File: src/rtl/hex_scroll_display.sv
// Digit FIFO feeding a six-slot right-to-left scroller for the DE-series HEX5..HEX0 displays.
// After the FIFO empties, blanks are shifted in until the display is clear, then the block idles.
module hex_scroll_display #(
    parameter int unsigned TICK_COUNT = 25_000_000,
    parameter int unsigned FIFO_DEPTH = 8
) (
    input  logic       CLOCK_50,
    input  logic       resetn,
    input  logic       in_valid,
    input  logic [3:0] in_data,
    output logic       in_ready,
    input  logic       scroll_en,
    output logic       busy,
    output logic [6:0] HEX0,
    output logic [6:0] HEX1,
    output logic [6:0] HEX2,
    output logic [6:0] HEX3,
    output logic [6:0] HEX4,
    output logic [6:0] HEX5
);

    localparam int unsigned AddrW = $clog2(FIFO_DEPTH);
    localparam int unsigned PtrW  = AddrW + 1;
    localparam int unsigned CntW  = $clog2(TICK_COUNT);
    localparam logic [CntW-1:0] TickLast = CntW'(TICK_COUNT - 1);

    typedef enum logic [1:0] {StIdle, StRun, StDrain} state_e;

    state_e              state_q;
    logic [CntW-1:0]     cnt_q;
    logic [2:0]          blank_q;
    logic [PtrW-1:0]     wr_ptr_q;
    logic [PtrW-1:0]     rd_ptr_q;
    logic [3:0]          mem_q [FIFO_DEPTH];
    logic [5:0]          slot_vld_q;
    logic [5:0][3:0]     slot_dig_q;

    logic empty;
    logic full;
    logic push;
    logic pop;
    logic tick;

    // Extra pointer MSB distinguishes full from empty when the address bits match.
    assign empty    = (wr_ptr_q == rd_ptr_q);
    assign full     = (wr_ptr_q[AddrW] != rd_ptr_q[AddrW]) &&
                      (wr_ptr_q[AddrW-1:0] == rd_ptr_q[AddrW-1:0]);
    assign in_ready = resetn && !full;
    assign push     = in_valid && in_ready;
    assign tick     = (state_q != StIdle) && scroll_en && (cnt_q == TickLast);
    assign pop      = tick && !empty;
    assign busy     = (state_q != StIdle);

    always_ff @(posedge CLOCK_50) begin
        if (push) begin
            mem_q[wr_ptr_q[AddrW-1:0]] <= in_data;
        end
    end

    always_ff @(posedge CLOCK_50) begin
        if (!resetn) begin
            state_q    <= StIdle;
            cnt_q      <= '0;
            blank_q    <= '0;
            wr_ptr_q   <= '0;
            rd_ptr_q   <= '0;
            slot_vld_q <= '0;
            slot_dig_q <= '0;
        end else begin
            if (push) begin
                wr_ptr_q <= wr_ptr_q + PtrW'(1);
            end
            if (pop) begin
                rd_ptr_q <= rd_ptr_q + PtrW'(1);
            end
            if (tick) begin
                slot_vld_q <= {slot_vld_q[4:0], !empty};
                slot_dig_q <= {slot_dig_q[4:0], empty ? 4'h0 : mem_q[rd_ptr_q[AddrW-1:0]]};
            end
            if ((state_q != StIdle) && scroll_en) begin
                cnt_q <= (cnt_q == TickLast) ? '0 : cnt_q + CntW'(1);
            end

            case (state_q)
                StIdle: begin
                    if (!empty) begin
                        state_q <= StRun;
                        cnt_q   <= '0;
                    end
                end
                StRun: begin
                    if (tick && empty) begin
                        state_q <= StDrain;
                        blank_q <= 3'd1;
                    end
                end
                StDrain: begin
                    if (tick) begin
                        if (!empty) begin
                            state_q <= StRun;
                            blank_q <= '0;
                        end else if (blank_q == 3'd5) begin
                            // Sixth blank clears the last visible digit.
                            state_q <= StIdle;
                            blank_q <= '0;
                        end else begin
                            blank_q <= blank_q + 3'd1;
                        end
                    end
                end
                default: state_q <= StIdle;
            endcase
        end
    end

    function automatic logic [6:0] seg7(input logic vld, input logic [3:0] d);
        logic [6:0] s;
        case (d)
            4'h0:    s = 7'h40;
            4'h1:    s = 7'h79;
            4'h2:    s = 7'h24;
            4'h3:    s = 7'h30;
            4'h4:    s = 7'h19;
            4'h5:    s = 7'h12;
            4'h6:    s = 7'h02;
            4'h7:    s = 7'h78;
            4'h8:    s = 7'h00;
            4'h9:    s = 7'h10;
            4'hA:    s = 7'h08;
            4'hB:    s = 7'h03;
            4'hC:    s = 7'h46;
            4'hD:    s = 7'h21;
            4'hE:    s = 7'h06;
            default: s = 7'h0E;
        endcase
        return vld ? s : 7'h7F;
    endfunction

    assign HEX0 = seg7(slot_vld_q[0], slot_dig_q[0]);
    assign HEX1 = seg7(slot_vld_q[1], slot_dig_q[1]);
    assign HEX2 = seg7(slot_vld_q[2], slot_dig_q[2]);
    assign HEX3 = seg7(slot_vld_q[3], slot_dig_q[3]);
    assign HEX4 = seg7(slot_vld_q[4], slot_dig_q[4]);
    assign HEX5 = seg7(slot_vld_q[5], slot_dig_q[5]);

endmodule

File: config.mk
export PLATFORM = sky130hd
export DESIGN_NAME = hex_scroll_display
export DESIGN_NICKNAME = d
export VERILOG_FILES = /design/src/rtl/hex_scroll_display.sv
export SDC_FILE = /design/constraint.sdc
export NUM_CORES = 1
export LEC_CHECK = 0
export BUFFER_PORTS_ARGS = -buffer_cell sky130_fd_sc_hd__buf_2
export CORE_ASPECT_RATIO = 2
export CORE_UTILIZATION = 40
export DETAILED_ROUTE_END_ITERATION = 8
export GPL_TIMING_DRIVEN = 0
export PLACE_DENSITY = 0.61
export SYNTH_ARGS = -nofsm -noshare
export SYNTH_HDL_FRONTEND = slang
export SYNTH_SLANG_ARGS = --single-unit
File: constraint.sdc
create_clock -name CLOCK_50 -period 3.5 [get_ports CLOCK_50]
set_clock_uncertainty 0.15 [all_clocks]
set_input_delay 0 -clock CLOCK_50 [delete_from_list [all_inputs] [get_ports CLOCK_50]]
set_output_delay 0 -clock CLOCK_50 [all_outputs]
set_load 0.1 [all_outputs]
Yosys cells after proc, flatten, opt, wreduce, memory -nomap -nowiden:

Memories as Yosys holds them, arrays and structs flattened. A register that Yosys moved wholly into a read port is not among the register bits.
Index checks and enable logic that the tools add are counted.

* add/sub/neg operators: 4
* eq/ne operators: 11
* mux-type cells: 38
* reduce and logical (&&, ||, !) cells: 14

Operators with widths (number)
* $mux W25: 4
* $mux W4: 13
* $mux W7: 6
* $add A25 B1 Y25 const B: 1
* $eq A25 B25 Y1 const B: 1
* $mux W3: 6
* $mux W2: 5
* $add A4 B1 Y4 const B: 2
* $logic_and A1 B1 Y1: 7
* $ne A2 B2 Y1 const B: 3
* $pmux W2 S3: 1
* $pmux W3 S2: 1
* $eq A4 B4 Y1: 1
* $reduce_and A4 Y1: 1
* $reduce_bool A2 Y1: 2
* $add A3 B1 Y3 const B: 1
* $eq A3 B3 Y1: 1
* $eq A3 B3 Y1 const B: 1
* $ne A3 B3 Y1 const B: 1
* $reduce_and A3 Y1: 1
* $eq A2 B1 Y1 const B: 1
* $eq A2 B2 Y1 const B: 1
* $logic_not A1 Y1: 2
* $logic_not A2 Y1: 1
* 2 further kinds: 3

* flip-flop bits (word level): 68
* bits in writable memories: 32
* bits in read-only memories: 672
* input bits: 8
* output and inout port bits: 44
* word-level logic and storage cells: 86
* memories: 7

Memories
* (no name shown): depth 16, width 7, read ports 1, clocked after Yosys merged registers in 1, write ports 0, RTL line 118 `case (d)`
* (no name shown): depth 16, width 7, read ports 1, clocked after Yosys merged registers in 1, write ports 0, RTL line 118
* (no name shown): depth 16, width 7, read ports 1, clocked after Yosys merged registers in 1, write ports 0, RTL line 118
* (no name shown): depth 16, width 7, read ports 1, clocked after Yosys merged registers in 1, write ports 0, RTL line 118
* (no name shown): depth 16, width 7, read ports 1, clocked after Yosys merged registers in 1, write ports 0, RTL line 118
* (no name shown): depth 16, width 7, read ports 1, clocked after Yosys merged registers in 1, write ports 0, RTL line 118
* +1 memories

Depth between registers and ports, before layout:

Gate-level depths: netlist of the first run.

* depth after elaboration: 7
* gate-level depth with buffers: 12
* mapped depth without buffers: 11

Worst setup path after synthesis of the first run:

OpenSTA, ideal clock, no wires.

* path type: register to register
* start point: register wr_ptr_q[2]
* end point: memory mem_q[1][0], enable pin
* setup time: 0.361 ns
* arrival time: 3.130 ns
* required time: 2.989 ns
* setup slack: -0.141 ns
* stages on the path, launching flop included: 7
* clock period less this slack: 3.641 ns
* path through: dfxtp_1 buf_2 xnor2_1 a41oi_1 and2_1 nand2_1 nor3_1

* longest elaborated chain between the ends: 7

Ends and longest elaborated chain
* start, declared: RTL line 32 `logic [PtrW-1:0] wr_ptr_q;`
* start signal, assigned: RTL line 71 `wr_ptr_q <= wr_ptr_q + PtrW'(1);`
* $eq A3 B3 Y1: RTL line 47 `(wr_ptr_q[AddrW-1:0] == rd_ptr_q[AddrW-1:0]);`
* $logic_and A1 B1 Y1: RTL line 46 `assign full = (wr_ptr_q[AddrW] != rd_ptr_q[AddrW]) &&`
* $logic_not A1 Y1: RTL line 48 `assign in_ready = resetn && !full;`
* $logic_and A1 B1 Y1: RTL line 48
* net in_ready: RTL line 11 `output logic in_ready,`
* $logic_and A1 B1 Y1: RTL line 49 `assign push = in_valid && in_ready;`
* $mux W1: RTL line 55 `if (push) begin`
* $mux W1 (not written as such): RTL line 56 `mem_q[wr_ptr_q[AddrW-1:0]] <= in_data;`
* end, declared: RTL line 34 `logic [3:0] mem_q [FIFO_DEPTH];`

The timed path passes the listed nets, and every way through them passes these cells.

==> summary.md, run 1 <==
| Metric | Value |
|---|---|
| Cell depth of the worst flop-to-flop path | `9` |
| Worst slack at placement | `-0.06517 ns` |
| Crit end category | `flip-flop` |
| Worst slew pin tran | `approximately 0.81 ns` |
| # Max-Cap Violations | `0` |
| Vias in the first global route | `5497` |
| Sequential-to-total area share from yosys stat | `45.15%` |
| Cells after DPL | `955` |
| Commonest cells post-synth | `113 x dfxtp_1, 58 x nor2_1, 50 x nand2_1, 48 x nand2b_1, 39 x ha_1` |
| Clock root cell | `clkbuf_16` |
| Global-route wire length before repair | `26350 um` |
| IO buf count | `slightly above 50` |
| Layout area overhead | `17.56%` |
| Top post-synthesis cells by area | `dfxtp_1 32%, edfxtp_1 13%, ha_1 6.8%, nand2b_1 4.2%, mux2i_1 3.8%` |
| Reg-to-reg critical path startpoint | `cnt_q[18]$_SDFF_PN0_` |
| Nets | `approximately 820` |
| DIE AREA | `approximately 18000 um2` |
| Die Wd | `96.47 um` |
| Nature of the critical path startpoint | `flip-flop` |
| CP arrival | `3.49 ns` |
| Pleak | `2.965 nW` |
| Largest net degree at the start of global routing | `17` |
| Skew-Pair Late Insertion Delay | `0.43 ns` |
| Netlist cell types | `71` |
| WP data required | `3.65 ns` |
| Fmax | `0.2992 GHz` |
| RSZ-0062 raised after global routing | `no` |
| Gr usage total | `a little under a fifth` |
| Setup bufs post-CTS | `0` |
| ANT nets after route | `0` |
| WL/cell | `16.11 um` |
| Synth Warn # | `0` |
| Final worst-path cycle share | `roughly 95%` |
| Hold Path Class | `in -> reg` |
| WS Path Type | `reg -> reg` |
| Hold_sp | `in_data[2]` |
| Setup WS post-layout | `approximately 0.16 ns` |
| TritonCTS clock tree | `done` |
| Minimum clock period | `3.342 ns` |
| Syn Std Cell Area | `7139 um2` |
| Vias | `5308` |
| Site row count | `68` |
| R2r setup slk | `0.16 ns` |
| Share of the synthesized area in the top cell type | `about a third` |
| Hold path endpoint | `mem_q[4][2]$_DFFE_PP_` |
| Post-DP HPWL | `12090 um` |
| ANT cells | `0` |
| Rel. slew slack | `45.27%` |
| Final Hold Viols | `0` |
| Area leader, netlist | `dfxtp_1` |
| DRC | `0` |
| Via/cell ratio | `between 5 and 6` |
| Die Ht | `190.9 um` |
| I/O pin count | `52` |
| #FFs+latches synth | `145` |
| Total gr overflow | `0` |
| Core ar. | `17360 um2` |
| Hold_ws | `0.2254 ns` |
| Setup violators final | `0` |
| Post-synth net total | `741` |
| Routed WL | `16030 um` |
| Drt first pass iters | `4` |
| Post-route insts no fill | `approximately 1000` |
| Final Wtd Congestion | `0.8293` |
| Avg Inst Size Synth | `10.29 um2` |
| Count leader, synth | `dfxtp_1` |
| # H-tree levels | `4` |
| Clk buf depth | `2` |
| Final TNS setup | `0 ns` |
| Cell count after synthesis | `694` |
| Pwr Density | `442.9 nW/um2` |
| Peak supply drop | `0.3344 mV` |
| CP Max Fanout | `10` |
| Main synth FF type | `dfxtp_1` |
| Iter 0 DRT Violations | `221` |
| Share of layout cells above drive strength 1 | `20.38%` |
| Clock sink count | `145` |
| Clock buffer count from CTS | `17` |
| Hold path cells | `2` |
| Status | `finished clean` |
| Pins Over Slew Limit | `0` |
| EDFF count, synth | `32` |
| Initial antenna violation count | `0` |
| Clock Pin Slew Worst Setup and Hold Paths | `approximately 0.07 ns` |
| Initial Util | `around 41%` |
| Post-synth ARST share | `0%` |
-- power breakdown --
part           switching [mW]  total, mW  internal, mW
registers             0.00546       1.72          1.72
logic                  0.0792      0.112        0.0324
clock network           0.796       1.88          1.09
total                   0.881       3.72          2.84
-- layout make-up --
| class | instances | area, um2 |
|---|---|---|
| Sequential cell | 145 | 3223 |
| Fill cell | 1624 | 8964 |
| Clock buffer | 17 | 425.4 |
| Timing Repair Buffer | 59 | 335.3 |
| Clock inverter | 15 | 190.2 |
| Multi-Input combinational cell | 483 | 3617 |
| Inverter | 35 | 131.4 |
| Buffer | 31 | 207.7 |
| Tap cell | 210 | 262.8 |
-- kinds of logic (layout without fill, tap and decap cells) --
family / Yosys count / in the layout / synth area share [%]
multiplexers: 41 / 41 / 8.097
flip-flops: 145 / 145 / 45.15
AND/OR/NAND/NOR: 238 / 238 / 18.19
buffers and inverters: 66 / 157 / 4.679
XOR/XNOR: 38 / 38 / 4.662
adder cells (fa/ha/maj): 39 / 39 / 6.835
AO/OA/AOI/OAI: 127 / 127 / 12.39
-- cells in the final DEF, fill, tap and decap left out, drive strengths merged, types with 3 or more instances in the layout --
cell,Yosys,routed
a21o,6,6
a21oi,40,40
a221o,5,5
a31oi,3,3
a32o,6,6
and2,3,3
and3,9,9
and4,5,5
buf,23,72
clkbuf,8,27
dfxtp,113,113
dlygate4sd3,0,8
edfxtp,32,32
ha,39,39
inv,35,45
mux2i,27,27
mux4,13,13
nand2,50,50
nand2b,48,48
nand3,29,29
nand4,7,7
nor2,60,60
nor3,7,7
nor4,4,4
o21a,3,3
o21ai,25,25
o22ai,17,17
o2bb2ai,5,5
or2,7,7
xnor2,20,20
xor2,18,18
-- per-layer routing --
layer  up-vias  track usage (%)  wire, um  share of wire [%]
met5         -                0         0                  0
li1       2612                -         -                  -
met4         0            10.80       623                3.9
met1      2538            18.00      5710                 36
met3        41            3.500       377                2.4
met2       117            36.46      9315                 58
-- critical path, cell delays in order, from the launching register on --
cell	delay, ns
dfxtp_1	0.41
and4_1	0.27
nand3_1	0.21
buf_2	0.29
nor3_4	0.29
nand2_1	0.11
a21oi_1	0.49
inv_1	0.19
ha_1	0.30
mux4_1	0.50
-- stage by stage --
step                      cell area (um2)  utilization, %  total power [mW]
final                                8393           48.36             3.718
after global routing                 8393           48.36             3.826
after CTS                            8364           48.19             3.757
after detailed placement             7665           44.16             1.864
after global placement               7665           44.16             1.861
after floorplan                      7147               -             1.830
-- what timing repair did --
action                                  CTS  global route
hold buffers                              8             0
resized for setup                         1             9
endpoints found under the setup margin    1             9
hold endpoints to repair                 49             0
-- worst max-delay path by stage --
stage                                    start  slack [ns]         to  cells after the start
after floorplan            cnt_q[6]$_SDFF_PN0_        0.64  flip-flop                     10
after global placement    cnt_q[18]$_SDFF_PN0_        0.01  flip-flop                     10
after detailed placement  cnt_q[18]$_SDFF_PN0_       -0.07  flip-flop                     10
after CTS                  cnt_q[6]$_SDFF_PN0_        0.08  flip-flop                      9
after global routing      cnt_q[18]$_SDFF_PN0_        0.04  flip-flop                      9
final                     cnt_q[18]$_SDFF_PN0_        0.16  flip-flop                      9
Power figures use the tool's default switching activity.
==> inputs of run 2 (changes only) <==
--- a/config.mk
+++ b/config.mk
@@ -11,6 +11,7 @@
 export DETAILED_ROUTE_END_ITERATION = 8
 export GPL_TIMING_DRIVEN = 0
 export PLACE_DENSITY = 0.61
+export SETUP_SLACK_MARGIN = 0.4
 export SYNTH_ARGS = -nofsm -noshare
 export SYNTH_HDL_FRONTEND = slang
 export SYNTH_SLANG_ARGS = --single-unit
==> summary.md, run 2 (synthesis gave the netlist of run 1 again) <==
| Metric | Value |
|---|---|
| WL/cell | `16.15 um (was 16.11 um)` |
| Setup violators final | `0 (unchanged)` |
| CP Max Fanout | `10 (unchanged)` |
| Skew-Pair Late Insertion Delay | `0.43 ns (about the same)` |
| Nets | `832 (was 819)` |
| WP data required | `3.65 ns (about the same)` |
| Hold Path Class | `in -> reg (unchanged)` |
| Internal power | `2.837 mW (was 2.836 mW)` |
| Final TNS setup | `0 ns (unchanged)` |
| Core ar. | `17360 um2 (unchanged)` |
| Final Wtd Congestion | `0.8293 (unchanged)` |
| Site row count | `68 (unchanged)` |
| WS Path Type | `reg -> reg (unchanged)` |
| Minimum clock period | `3.007 ns (was 3.342 ns)` |
| Initial antenna violation count | `0 (unchanged)` |
| GR peak layer | `met2 (unchanged)` |
| Share of layout cells above drive strength 1 | `23.93% (was 20.38%)` |
| Fmax | `0.3326 GHz (was 0.2992 GHz)` |
| Final worst-path cycle share | `85.90% (was 95.49%)` |
| Pleak | `3.066 nW (was 2.965 nW)` |
| Vias in the first global route | `5511 (was 5497)` |
| Drt first pass iters | `4 (unchanged)` |
| Pwr Density | `431.1 nW/um2 (was 442.9 nW/um2)` |
| Layout area overhead | `20.86% (was 17.56%)` |
| # Max-Cap Violations | `0 (unchanged)` |
| Largest net degree at the start of global routing | `17 (unchanged)` |
| Initial Util | `41.13% (unchanged)` |
| DRC | `0 (unchanged)` |
| ANT cells | `0 (unchanged)` |
| RSZ-0062 raised after global routing | `yes (was no)` |
| Met2 GRT Util | `36.78% (was 36.46%)` |
| Gr usage total | `19.08% (was 19.05%)` |
| CP arrival | `3.16 ns (was 3.49 ns)` |
| P_sw | `0.8832 mW (was 0.8810 mW)` |
| Met3 Use GR | `3.461% (was 3.500%)` |
| Clock Pin Slew Worst Setup and Hold Paths | `0.07 ns (about the same)` |
| Flop pwr share | `46.3% (about the same)` |
| Status | `finished clean (unchanged)` |
| Worst slew pin tran | `0.7893 ns (was 0.8147 ns)` |
| Post-DP HPWL | `12090 um (unchanged)` |
| Rel. slew slack | `46.97% (was 45.27%)` |
| Pins Over Slew Limit | `0 (unchanged)` |
| Iter 0 DRT Violations | `212 (was 221)` |
| Final Hold Viols | `0 (unchanged)` |
| Total Power | `3.720 mW (was 3.718 mW)` |
| Clock buffer count from CTS | `17 (unchanged)` |
| Clk buf depth | `2 (unchanged)` |
| Most frequent cells in the layout | `112 x dfxtp_1, 61 x buf_2, 57 x nor2_1, 49 x nand2_1, 48 x nand2b_1 (was 113 x dfxtp_1, 61 x buf_2, 58 x nor2_1, 50 x nand2_1, 48 x nand2b_1)` |
| I/O pin count | `52 (unchanged)` |
| Die Wd | `96.47 um (unchanged)` |
| Filler cells | `1595 (was 1624)` |
| Crit end category | `flip-flop (unchanged)` |
| Sw Ratio | `23.74% (was 23.70%)` |
| Total gr overflow | `0 (unchanged)` |
| Vias | `5378 (was 5308)` |
| Routed WL | `16280 um (was 16030 um)` |
| Comb power frac | `3.1% (was 3.0%)` |
| Nature of the critical path startpoint | `flip-flop (unchanged)` |
| Clock sink count | `145 (unchanged)` |
| Via/cell ratio | `5.335 (about the same)` |
| Die Ht | `190.9 um (unchanged)` |
| # H-tree levels | `4 (unchanged)` |
| IO buf count | `51 (unchanged)` |
| Global-route wire length before repair | `26380 um (was 26350 um)` |
| Hold_ws | `0.2279 ns (was 0.2254 ns)` |
| Clock network power share | `50.6% (was 50.7%)` |
| Peak supply drop | `0.3344 mV (about the same)` |
| DIE AREA | `18420 um2 (unchanged)` |
| Commonest non-fill, non-tap cell in the layout | `dfxtp_1 (unchanged)` |
| Clock root cell | `clkbuf_16 (unchanged)` |
| GR Util met1 | `17.89% (was 18.00%)` |
| ANT nets after route | `0 (unchanged)` |
| TritonCTS clock tree | `done (unchanged)` |
## run 2: cell types whose count changed in the layout (fill, tap and decap cells not counted), moves of 5 or more
| cell | before | now |
|---|---|---|
| buf_4 | 4 | 18 |
| a21oi_4 | 3 | 11 |
| a21oi_1 | 31 | 24 |
| o21ai_0 | 21 | 16 |
| o21ai_1 | 0 | 5 |
## run 2: metrics by stage
stage               cells  instance area, um2  setup WS, ns  utilization, %
global route         1008                8628        0.3611           49.71
floorplan             694                7147        0.6450               -
CTS                   995                8446        0.3551           48.66
finish               1008                8628        0.4935           49.71
detailed placement    955                7665      -0.06517           44.16
global placement      955                7665       0.01074           44.16
## run 2: critical path: stages, from the launching register on
cell	delay [ns]
dfxtp_1	0.30
buf_2	0.16
nor4b_4	0.25
buf_4	0.18
and4_1	0.21
buf_6	0.16
buf_12	0.14
nand3_1	0.16
a21oi_4	0.24
inv_2	0.09
ha_1	0.32
mux4_1	0.51
## run 2: path summary, 6_finish.rpt
kind / end / cells after the start / start / slack, ns
setup reg to reg: flip-flop / 11 / cnt_q[17]$_SDFF_PN0_ / 0.49
hold / removal: mem_q[4][2]$_DFFE_PP_ / 2 / in_data[2] / 0.23
hold reg to reg: blank_q[2]$_SDFFE_PN0P_ / 2 / blank_q[2]$_SDFFE_PN0P_ / 0.34
setup / recovery: flip-flop / 11 / cnt_q[17]$_SDFF_PN0_ / 0.49
## run 2: power groups by stage
stage	clock [mW]	combinational [mW]	sequential, mW
6_report	1.88	0.115	1.72
3_5_place_dp	0	0.105	1.76
3_3_place_gp	0	0.103	1.76
2_1_floorplan	0	0.0727	1.76
4_1_cts	1.92	0.114	1.72
5_1_grt	1.98	0.125	1.72
## run 2: repair_timing
action	4_1_cts	5_1_grt
pin swaps	0	9
resized for setup	22	24
hold buffers	8	0
buffers inserted	0	13
endpoints found under the hold margin	49	0
endpoints found under the setup margin	36	15
## run 2: layer usage
| layer | part of all wire, % | vias up |
|---|---|---|
| li1 | - | 2636 |
| met1 | 35 | 2591 |
| met2 | 58 | 106 |
| met3 | 2.4 | 45 |
| met4 | 3.9 | 0 |
| met5 | 0 | - |
## run 2: layout make-up
cell class              count  area [um2]  share of cell area (%)
multi-input cells         483        3745                   43.40
flip-flops and latches    145        3224                   37.37
repair buffers             72       432.9                   5.017
clock buffers              17       425.4                   4.930
well taps                 210       262.8                   3.045
plain buffers              31       216.5                   2.509
clock inverters            15       190.2                   2.204
inverters                  35       131.4                   1.523
